===== config.mk =====
export PLATFORM = sky130hd
export DESIGN_NAME = imm_gen_stage_flat
export DESIGN_NICKNAME = d
export VERILOG_FILES = /design/src/rtl/imm_gen_stage_if.sv /design/src/rtl/imm_gen_stage.sv /design/src/flat_wrapper.sv
export SDC_FILE = /design/constraint.sdc
export NUM_CORES = 1
export LEC_CHECK = 0
export ABC_AREA = 0
export CAP_MARGIN = 30
export CELL_PAD_IN_SITES_DETAIL_PLACEMENT = 0
export CELL_PAD_IN_SITES_GLOBAL_PLACEMENT = 1
export CORE_MARGIN = 4
export CORE_UTILIZATION = 37
export CTS_BUF_LIST = sky130_fd_sc_hd__clkbuf_8
export CTS_CLUSTER_SIZE = 28
export DETAILED_ROUTE_END_ITERATION = 6
export PLACE_DENSITY = 0.83
export SYNTH_ARGS = -nofsm -noshare
export SYNTH_HDL_FRONTEND = slang
export SYNTH_SLANG_ARGS = --single-unit

===== constraint.sdc =====
create_clock -name clk -period 2.4 [get_ports clk]
set_clock_uncertainty 0.1 [all_clocks]
set_input_delay 0.48 -clock clk [delete_from_list [all_inputs] [get_ports clk]]
set_output_delay 0.48 -clock clk [all_outputs]
set_load 0.02 [all_outputs]

===== src/rtl/imm_gen_stage_if.sv =====
// Beat-level bus for imm_gen_stage: upstream instruction lanes in, extended immediates out.
// The master side is the surrounding pipeline; the slave side is the decode stage itself.
interface imm_gen_stage_if #(
    parameter int LANES = 2
);
    logic                    in_valid;
    logic                    in_ready;
    logic [LANES-1:0][31:0]  instr;
    logic [LANES-1:0]        lane_en;
    logic [LANES-1:0]        zext;
    logic                    out_valid;
    logic                    out_ready;
    logic [LANES-1:0][31:0]  imm_out;
    logic [LANES-1:0]        fmt_err;

    modport master (
        output in_valid, instr, lane_en, zext, out_ready,
        input  in_ready, out_valid, imm_out, fmt_err
    );

    modport slave (
        input  in_valid, instr, lane_en, zext, out_ready,
        output in_ready, out_valid, imm_out, fmt_err
    );
endinterface


===== src/rtl/imm_gen_stage.sv =====
// Multi-lane RISC-V immediate generator feeding a small output FIFO,
// with a saturating count of lanes that carried an unsupported opcode.
module imm_gen_stage #(
    parameter int LANES = 2,
    parameter int DEPTH = 2,
    parameter int ERR_W = 16
) (
    input  logic              clk,
    input  logic              rst_n,
    imm_gen_stage_if.slave    bus,
    input  logic              err_clr,
    output logic [ERR_W-1:0]  err_cnt
);
    localparam int PW = $clog2(DEPTH);
    localparam int CW = $clog2(DEPTH + 1);

    logic [LANES-1:0][31:0] dec_imm;
    logic [LANES-1:0]       dec_err;
    logic [2:0]             err_inc;

    logic [LANES-1:0][31:0] imm_mem_q [DEPTH];
    logic [LANES-1:0][31:0] imm_mem_d [DEPTH];
    logic [LANES-1:0]       err_mem_q [DEPTH];
    logic [LANES-1:0]       err_mem_d [DEPTH];
    logic [PW-1:0]          wr_ptr_q, wr_ptr_d;
    logic [PW-1:0]          rd_ptr_q, rd_ptr_d;
    logic [CW-1:0]          count_q, count_d;
    logic [ERR_W-1:0]       err_cnt_q, err_cnt_d;

    logic                   push;
    logic                   pop;
    logic [ERR_W-1:0]       err_base;
    logic [ERR_W:0]         err_sum;

    genvar gi;
    generate
        for (gi = 0; gi < LANES; gi++) begin : g_lane
            logic [31:0] w_l;
            logic        z_l;
            logic [31:0] imm_l;
            logic        err_l;

            assign w_l = bus.instr[gi];
            assign z_l = bus.zext[gi];

            always_comb begin
                imm_l = '0;
                err_l = 1'b0;
                if (bus.lane_en[gi]) begin
                    if (w_l[1:0] != 2'b11) begin
                        err_l = 1'b1;
                    end else begin
                        case (w_l[6:2])
                            5'b01101, 5'b00101: imm_l = {w_l[31:12], 12'b0};
                            5'b00100, 5'b00000: imm_l = {{20{w_l[31] & ~z_l}}, w_l[31:20]};
                            5'b11001:           imm_l = {{20{w_l[31]}}, w_l[31:20]};
                            5'b01000:           imm_l = {{20{w_l[31]}}, w_l[31:25], w_l[11:7]};
                            5'b11000:           imm_l = {{19{w_l[31] & ~z_l}}, w_l[31], w_l[7],
                                                         w_l[30:25], w_l[11:8], 1'b0};
                            5'b11011:           imm_l = {{11{w_l[31]}}, w_l[31], w_l[19:12],
                                                         w_l[20], w_l[30:21], 1'b0};
                            default:            err_l = 1'b1;
                        endcase
                    end
                end
            end

            assign dec_imm[gi]     = imm_l;
            assign dec_err[gi]     = err_l;
            assign bus.imm_out[gi] = imm_mem_q[rd_ptr_q][gi];
            assign bus.fmt_err[gi] = err_mem_q[rd_ptr_q][gi];
        end
    endgenerate

    always_comb begin
        err_inc = '0;
        for (int i = 0; i < LANES; i++) begin
            err_inc = err_inc + 3'(dec_err[i]);
        end
    end

    // in_ready depends only on registered occupancy, never on out_ready
    assign bus.in_ready  = (count_q != CW'(DEPTH));
    assign bus.out_valid = (count_q != '0);
    assign push          = bus.in_valid && bus.in_ready;
    assign pop           = bus.out_valid && bus.out_ready;
    assign err_cnt       = err_cnt_q;

    always_comb begin
        imm_mem_d = imm_mem_q;
        err_mem_d = err_mem_q;
        wr_ptr_d  = wr_ptr_q;
        rd_ptr_d  = rd_ptr_q;
        count_d   = count_q;
        err_base  = err_clr ? '0 : err_cnt_q;
        err_sum   = {1'b0, err_base};

        if (push) begin
            imm_mem_d[wr_ptr_q] = dec_imm;
            err_mem_d[wr_ptr_q] = dec_err;
            wr_ptr_d            = wr_ptr_q + PW'(1);
            err_sum             = {1'b0, err_base} + (ERR_W+1)'(err_inc);
        end
        if (pop) begin
            rd_ptr_d = rd_ptr_q + PW'(1);
        end

        case ({push, pop})
            2'b10:   count_d = count_q + CW'(1);
            2'b01:   count_d = count_q - CW'(1);
            default: count_d = count_q;
        endcase

        err_cnt_d = err_sum[ERR_W] ? '1 : err_sum[ERR_W-1:0];
    end

    always_ff @(posedge clk or negedge rst_n) begin
        if (!rst_n) begin
            for (int i = 0; i < DEPTH; i++) begin
                imm_mem_q[i] <= '0;
                err_mem_q[i] <= '0;
            end
            wr_ptr_q  <= '0;
            rd_ptr_q  <= '0;
            count_q   <= '0;
            err_cnt_q <= '0;
        end else begin
            imm_mem_q <= imm_mem_d;
            err_mem_q <= err_mem_d;
            wr_ptr_q  <= wr_ptr_d;
            rd_ptr_q  <= rd_ptr_d;
            count_q   <= count_d;
            err_cnt_q <= err_cnt_d;
        end
    end
endmodule


===== src/flat_wrapper.sv =====
// flat-port wrapper written by rule: the top's interface ports become plain ports
module imm_gen_stage_flat 
#(
    parameter int LANES = 2,
    parameter int DEPTH = 2,
    parameter int ERR_W = 16
)
  (clk, rst_n, err_clr, err_cnt, bus_in_valid, bus_instr, bus_lane_en, bus_zext, bus_out_ready, bus_in_ready, bus_out_valid, bus_imm_out, bus_fmt_err);
  imm_gen_stage_if #(.LANES(LANES)) bus_i ();
  input  logic clk;
  input  logic rst_n;
  input  logic err_clr;
  output logic [ERR_W-1:0] err_cnt;
  input wire logic [$bits(bus_i.in_valid)-1:0] bus_in_valid;
  input wire logic [$bits(bus_i.instr)-1:0] bus_instr;
  input wire logic [$bits(bus_i.lane_en)-1:0] bus_lane_en;
  input wire logic [$bits(bus_i.zext)-1:0] bus_zext;
  input wire logic [$bits(bus_i.out_ready)-1:0] bus_out_ready;
  output wire logic [$bits(bus_i.in_ready)-1:0] bus_in_ready;
  output wire logic [$bits(bus_i.out_valid)-1:0] bus_out_valid;
  output wire logic [$bits(bus_i.imm_out)-1:0] bus_imm_out;
  output wire logic [$bits(bus_i.fmt_err)-1:0] bus_fmt_err;
  assign bus_i.in_valid = bus_in_valid;
  assign bus_i.instr = bus_instr;
  assign bus_i.lane_en = bus_lane_en;
  assign bus_i.zext = bus_zext;
  assign bus_i.out_ready = bus_out_ready;
  assign bus_in_ready = bus_i.in_ready;
  assign bus_out_valid = bus_i.out_valid;
  assign bus_imm_out = bus_i.imm_out;
  assign bus_fmt_err = bus_i.fmt_err;
  imm_gen_stage #(.LANES(LANES), .DEPTH(DEPTH), .ERR_W(ERR_W)) u_core (.clk(clk), .rst_n(rst_n), .bus(bus_i), .err_clr(err_clr), .err_cnt(err_cnt));
endmodule

# After elaboration in Yosys (flattened, before gate mapping)
# Index checks and enable logic that the tools add are counted.
# word_totals
output_inout_bits	84
latchBits	0
mem_count	0
ram_bits	0
inputBits	73
mem_bits_ro	0
word_cells	85
register_bits	152
# classes
div_mod_pow	0
n_reduce_logical	13
addsub	6
muxes	28
n_lt_le_gt_ge	3
n_eq_ne	19
shifts	0
bitwise_logic	6
mul	0
# ops
operator	count
32-bit case mux with 6 select lines	2
64-bit two-way mux	4
128-bit bitwise mux	1
32-bit two-way mux	4
64-bit demux with 1-bit select	1
16-bit two-way mux	2
5-bit equality test (second input constant)	6
5-bit by 3-bit equality test with 1-bit output (second input constant)	4
5-bit by 4-bit equality test with 1-bit output (second input constant)	4
16-bit by 3-bit adder with 17-bit output	1
17-bit two-way mux	1
8-bit OR reduction	2
5-bit zero test	2
2-bit two-way mux	4
2-bit OR reduction	4
1-bit two-way mux	6
2-bit != test (second input constant)	3
4-bit bitwise mux	1
2-bit greater-or-equal comparator (second input constant)	2
1-bit inverter with 2-bit output	2
2-bit case mux with 2 select lines	1
2-bit nonzero test	2
1-bit logical AND	3
1-bit adder (second input constant)	2
9 further kinds	11

# Longest topological paths before layout
# logic_depth
depth_word	9
mapped_depth	15
depth_no_buf	13

# Worst setup path before layout
# Ideal clock, no wire load.
# synth_timing
kind	input-to-reg
startpoint	in bus_instr[38]
endpoint	reg u_core.err_cnt_q[14], in the netlist u_core.err_cnt[14]
path_buffers	1
slack_ns	-1.170
t_arrival_ns	3.335
setup_time_ns	0.136
t_required_ns	2.164
cell_stages	14
path_cell_list	buf_2 > nor3b_2 > nand3b_1 > o21ai_2 > o21ai_0 > inv_1 > ha_1 > ha_1 > inv_1 > fa_1 > or4b_4 > nor3_4 > and4b_1 > nor3_1
# synth_via
elab_chain_len	9
elab_cells_between_ends	16
classes_between	2 x add/sub; 7 x eq/ne; 5 x mux; 2 x reduce/logical
# synth_rtl
element	line_no	source
from (decl)	flat_wrapper.sv:15	input wire logic [$bits(bus_i.instr)-1:0] bus_instr;
5-bit by 4-bit equality test with 1-bit output, or another cell as far along	imm_gen_stage.sv:53	case (w_l[6:2])
8-bit OR reduction (no source line) (*)	n/a	
1-bit two-way mux (*)	imm_gen_stage.sv:53	
1-bit two-way mux (*)	imm_gen_stage.sv:50	if (w_l[1:0] != 2'b11) begin
1-bit two-way mux (*)	imm_gen_stage.sv:49	if (bus.lane_en[gi]) begin
via u_core.g_lane[1].err_l	imm_gen_stage.sv:41	logic err_l;
1-bit by 1-bit adder with 2-bit output (*)	imm_gen_stage.sv:78	err_inc = err_inc + 3'(dec_err[i]);
16-bit by 3-bit adder with 17-bit output (*)	imm_gen_stage.sv:102	err_sum = {1'b0, err_base} + (ERR_W+1)'(err_inc);
17-bit two-way mux (*)	imm_gen_stage.sv:98	if (push) begin
16-bit two-way mux (*)	imm_gen_stage.sv:114	err_cnt_d = err_sum[ERR_W] ? '1 : err_sum[ERR_W-1:0];
via u_core.err_cnt_d[14]	imm_gen_stage.sv:28	logic [ERR_W-1:0] err_cnt_q, err_cnt_d;
to (signal assigned)	imm_gen_stage.sv:133	err_cnt_q <= err_cnt_d;
to (decl)	imm_gen_stage.sv:28	
# Mark *: on every way through the listed nets, which the timed path passes. The rest lies on a longest branch.
# A chain may end at the register's enable or synchronous reset.

# Worst setup path after layout
# layout_timing
startpoint	in bus_instr[33]
endpoint	reg u_core.err_cnt_q[8], in the netlist u_core.err_cnt[8]
# layout_via
elab_chain_len	7
# layout_rtl
element	line_no
2-bit != test	imm_gen_stage.sv:50
1-bit two-way mux	imm_gen_stage.sv:50
1-bit two-way mux	imm_gen_stage.sv:49
via u_core.g_lane[1].err_l	imm_gen_stage.sv:41
1-bit by 1-bit adder with 2-bit output	imm_gen_stage.sv:78
16-bit by 3-bit adder with 17-bit output	imm_gen_stage.sv:102
17-bit two-way mux	imm_gen_stage.sv:98
16-bit two-way mux	imm_gen_stage.sv:114
via u_core.err_cnt_d[8]	imm_gen_stage.sv:28
# The timed path passes the listed nets, and every way through them passes these cells.

==> results.md <==
- Synth cell count leaders: dfrtp_1 (152), nand2_1 (91), a22o_1 (87)
- Vias per cell: 5.31
- Slowest cell delay on critical path: 0.52 ns
- CTS max path bufs: 2
- Critical path cell sequence: clkdlybuf4s50_1 -> nand2_2 -> o21ai_4 -> inv_2 -> ha_4 -> ha_4 -> inv_2 -> fa_2 -> or4b_4 -> nor3_4 -> buf_4 -> nand3_2 -> o21a_1
- Final-layout fill cell count: 1830
- Least-Margin Pin Slew: 0.951 ns
- Synth Area in Compound Gates: 19.9%
- Syn Nets: 779
- Drt drc: 0
- Post-synthesis sequential area ratio: 50.3%
- # IOs: 157
- Die H: 151 um
- Total GRT Usage: 19.2%
- CTS sink cnt: 152
- Setup CP Type: in2reg
- Cell area after synthesis: 0.00756 sq mm
- Adder-cell area share of the yosys netlist: 0.927%
- CTS root buf: clkbuf_8
- # port buffers: 156
- Final setup margin: -0.606 ns
- Worst path required time: 2.65 ns
- Via count: 6438
- Final Util: 52.6%
- Ys flop type: dfrtp_1
- Site row count: 52
- DP Wirelength: 15.0 mm
- Power Density: 694 mW/mm^2
- Hold crit path type: reg2reg
- Largest family of logic cells by synthesized area: compound AO/OA/AOI/OAI gates
- Tcrit/Tclk final: 125%
- Final wirelength: 22.2 mm
- Synth top area share: 50.3%
- Share of cells above drive strength 1: 34.0%
- Drt initial violations: 386
- Status: finished, violations left
- Failing checks: setup timing
- CTS tree: yes
- Initial antenna violation count: 0
- Mux contribution to synthesized area: 10.4%
- GR Overflow Total: 0
- Unique cell type count in the Yosys netlist: 63
- Worst Setup End Kind: flip-flop
- Ys Warns: 0
- Core ar.: 0.0202 sq mm
- Max-Cap Viols: 0
- Count leader, synth: dfrtp_1
- Pleak: 5.16 nW
- Router iterations before antenna repair: 5
- Syn avg cell area: 10.8 sq um
- Initial Utilization: 37.5%
- Minimum clock period: 3.01 ns
- Synth Area in Simple Gates: 13.6%
- Synth top area cells: dfrtp_1 (50%), mux2_2 (10%), a22o_1 (10%)
- Largest net degree at the start of global routing: 45
- Worst setup SP type: input pin
- Slowest-stage cell, CP: or4b_4
- TritonCTS buffer count: 17
- Die width: 151 um
- Post-DRT Antenna Nets: 0
- Final Hold Violating Endpoints: 0
- XOR/XNOR share of the synthesized area: 1.51%
- Final setup viols: 31
- RSZ-0062 raised after global routing: true
- # H-tree levels: 4
- Vias in the first global route: 6351
- Clock Pin Slew Worst Setup and Hold Paths: 0.09 ns
- WP data arrival: 3.25 ns
- Max-Slew Margin vs Limit: 36.4%
- VDD IR max: 331 uV
- Total Nets Final: 1009
- Clk_lat worst skew: 0.44 ns
- DR WL/cell: 18.3 um
- Full die area: 0.0228 sq mm
- First-pass GRT wire length: 34.3 mm
- Peak Freq: 0.333 GHz
- Synth area leader: dfrtp_1
- Final Max Tran Viols: 0
- Number of synthesized flops with an enable pin: 0
- Async S/R FF share, synth: 100%
- Ant. Diodes: 0
- Overall power: 7.36 mW
- CP Max Fanout: 5
- Mapped Cells: 701
- GPL Wtd Cong: 0.809
- Synth-to-Final Area Change: 40.2%
- #FFs+latches synth: 152
==> cell families after synthesis <==
kind of cell,count (synthesis)
AND/OR/NAND/NOR,193
AO/OA/AOI/OAI,211
buffers and inverters,57
multiplexers,70
flip-flops,152
adder cells (fa/ha/maj),5
XOR/XNOR,13
==> per-layer routing <==
layer  global-route usage, %  routed length [um]
met4                    5.17                 254
met1                    27.8               10200
met2                    29.9               10400
met5                       0                   0
met3                    3.44                1270
==> worst paths after layout <==
check                                                 start                           endpoint  slack [ns]  depth (start not counted)
setup / recovery                              bus_instr[33]        u_core.err_cnt[8]$_DFF_PN0_       -0.61                         13
hold / removal             u_core.imm_mem_q[67]$_DFFE_PN0P_   u_core.imm_mem_q[67]$_DFFE_PN0P_        0.38                          2
setup reg to reg                u_core.err_cnt[0]$_DFF_PN0_        u_core.err_cnt[8]$_DFF_PN0_       -0.13                          9
hold reg to reg            u_core.imm_mem_q[67]$_DFFE_PN0P_   u_core.imm_mem_q[67]$_DFFE_PN0P_        0.38                          2
max in group asynchronous                             rst_n    u_core.imm_mem_q[9]$_DFFE_PN0P_        1.09                          3
min in group asynchronous                             rst_n  u_core.imm_mem_q[104]$_DFFE_PN0P_        0.45                          2
==> cells in the final DEF (no fill, tap or decap), types with 4 or more instances in the layout <==
master / synthesis / final
o21ai_2: 2 / 4
xnor2_1: 8 / 8
nor2_1: 20 / 18
a21oi_1: 28 / 27
clkdlybuf4s50_1: 0 / 78
xor2_1: 5 / 5
clkbuf_2: 0 / 9
buf_16: 0 / 4
dfrtp_1: 152 / 151
a22o_1: 87 / 87
a22oi_1: 5 / 4
buf_2: 22 / 48
a21o_1: 11 / 11
nand2b_1: 6 / 4
buf_12: 0 / 13
buf_4: 2 / 75
nand3_1: 14 / 10
nor3_1: 5 / 5
and2_1: 4 / 4
mux2_2: 70 / 69
o21ai_1: 40 / 38
clkbuf_8: 0 / 19
or3_1: 4 / 4
o31ai_1: 8 / 8
o21ai_0: 14 / 12
buf_6: 1 / 18
nor2b_1: 7 / 7
and3_1: 7 / 6
nand2_1: 91 / 90
inv_1: 10 / 11
==> critical path, delay by kind of cell <==
| kind | cells | cell delay (ns) |
|---|---|---|
| adder cells (fa/ha/maj) | 3 | 0.72 |
| AND/OR/NAND/NOR | 4 | 0.96 |
| AO/OA/AOI/OAI | 2 | 0.30 |
| buffers and inverters | 4 | 0.77 |
==> where the power goes <==
| part | switching (mW) | leakage, nW | internal [mW] | total [mW] |
|---|---|---|---|---|
| registers | 0.0920 | 2.10 | 2.70 | 2.79 |
| clock network | 0.937 | 0.203 | 1.06 | 1.99 |
| logic | 1.32 | 2.85 | 1.26 | 2.58 |
| total | 2.34 | 5.16 | 5.01 | 7.36 |
==> sequential cells by signal (all words and copies together) (netlist names) <==
signal            cells
u_core.err_cnt       16
u_core.count_q        2
u_core.imm_mem_q    128
u_core.err_mem_q      4
u_core.wr_ptr_q       1
u_core.rd_ptr_q       1
==> layout make-up <==
class                      instances  area [sq um]  area share (%)
clock buffer                      19           262            2.47
clock inverter                    11           134            1.26
sequential                       152          3800            35.9
multi-input combinational        493          3690            34.8
timing repair buffer             256          2340            22.0
inverter                          11          42.5           0.401
tap                              270           338            3.19
==> stage by stage <==
step	hold WS (ns)	std cells	instance area (sq um)	setup slack [ns]	setup TNS (ns)
2_1_floorplan	0.0844	701	7620	-0.894	-13.18
3_3_place_gp	0.350	1157	9990	-1.54	-42.42
3_5_place_dp	0.353	1157	9990	-1.64	-45.26
4_1_cts	0.383	1209	10500	-0.739	-13.47
5_1_grt	0.399	1212	10600	-0.712	-12.04
6_report	0.378	1212	10600	-0.606	-9.15
==> repair_timing <==
action | CTS | global route
resized for setup | 302 | 53
buffers inserted | 15 | 5
gates cloned | 6 | 1
hold buffers | 1 | 0
hold endpoints to repair | 39 | 0
endpoints found under the setup margin | 83 | 47
pin swaps | 12 | 13
Power figures use the tool's default switching activity.
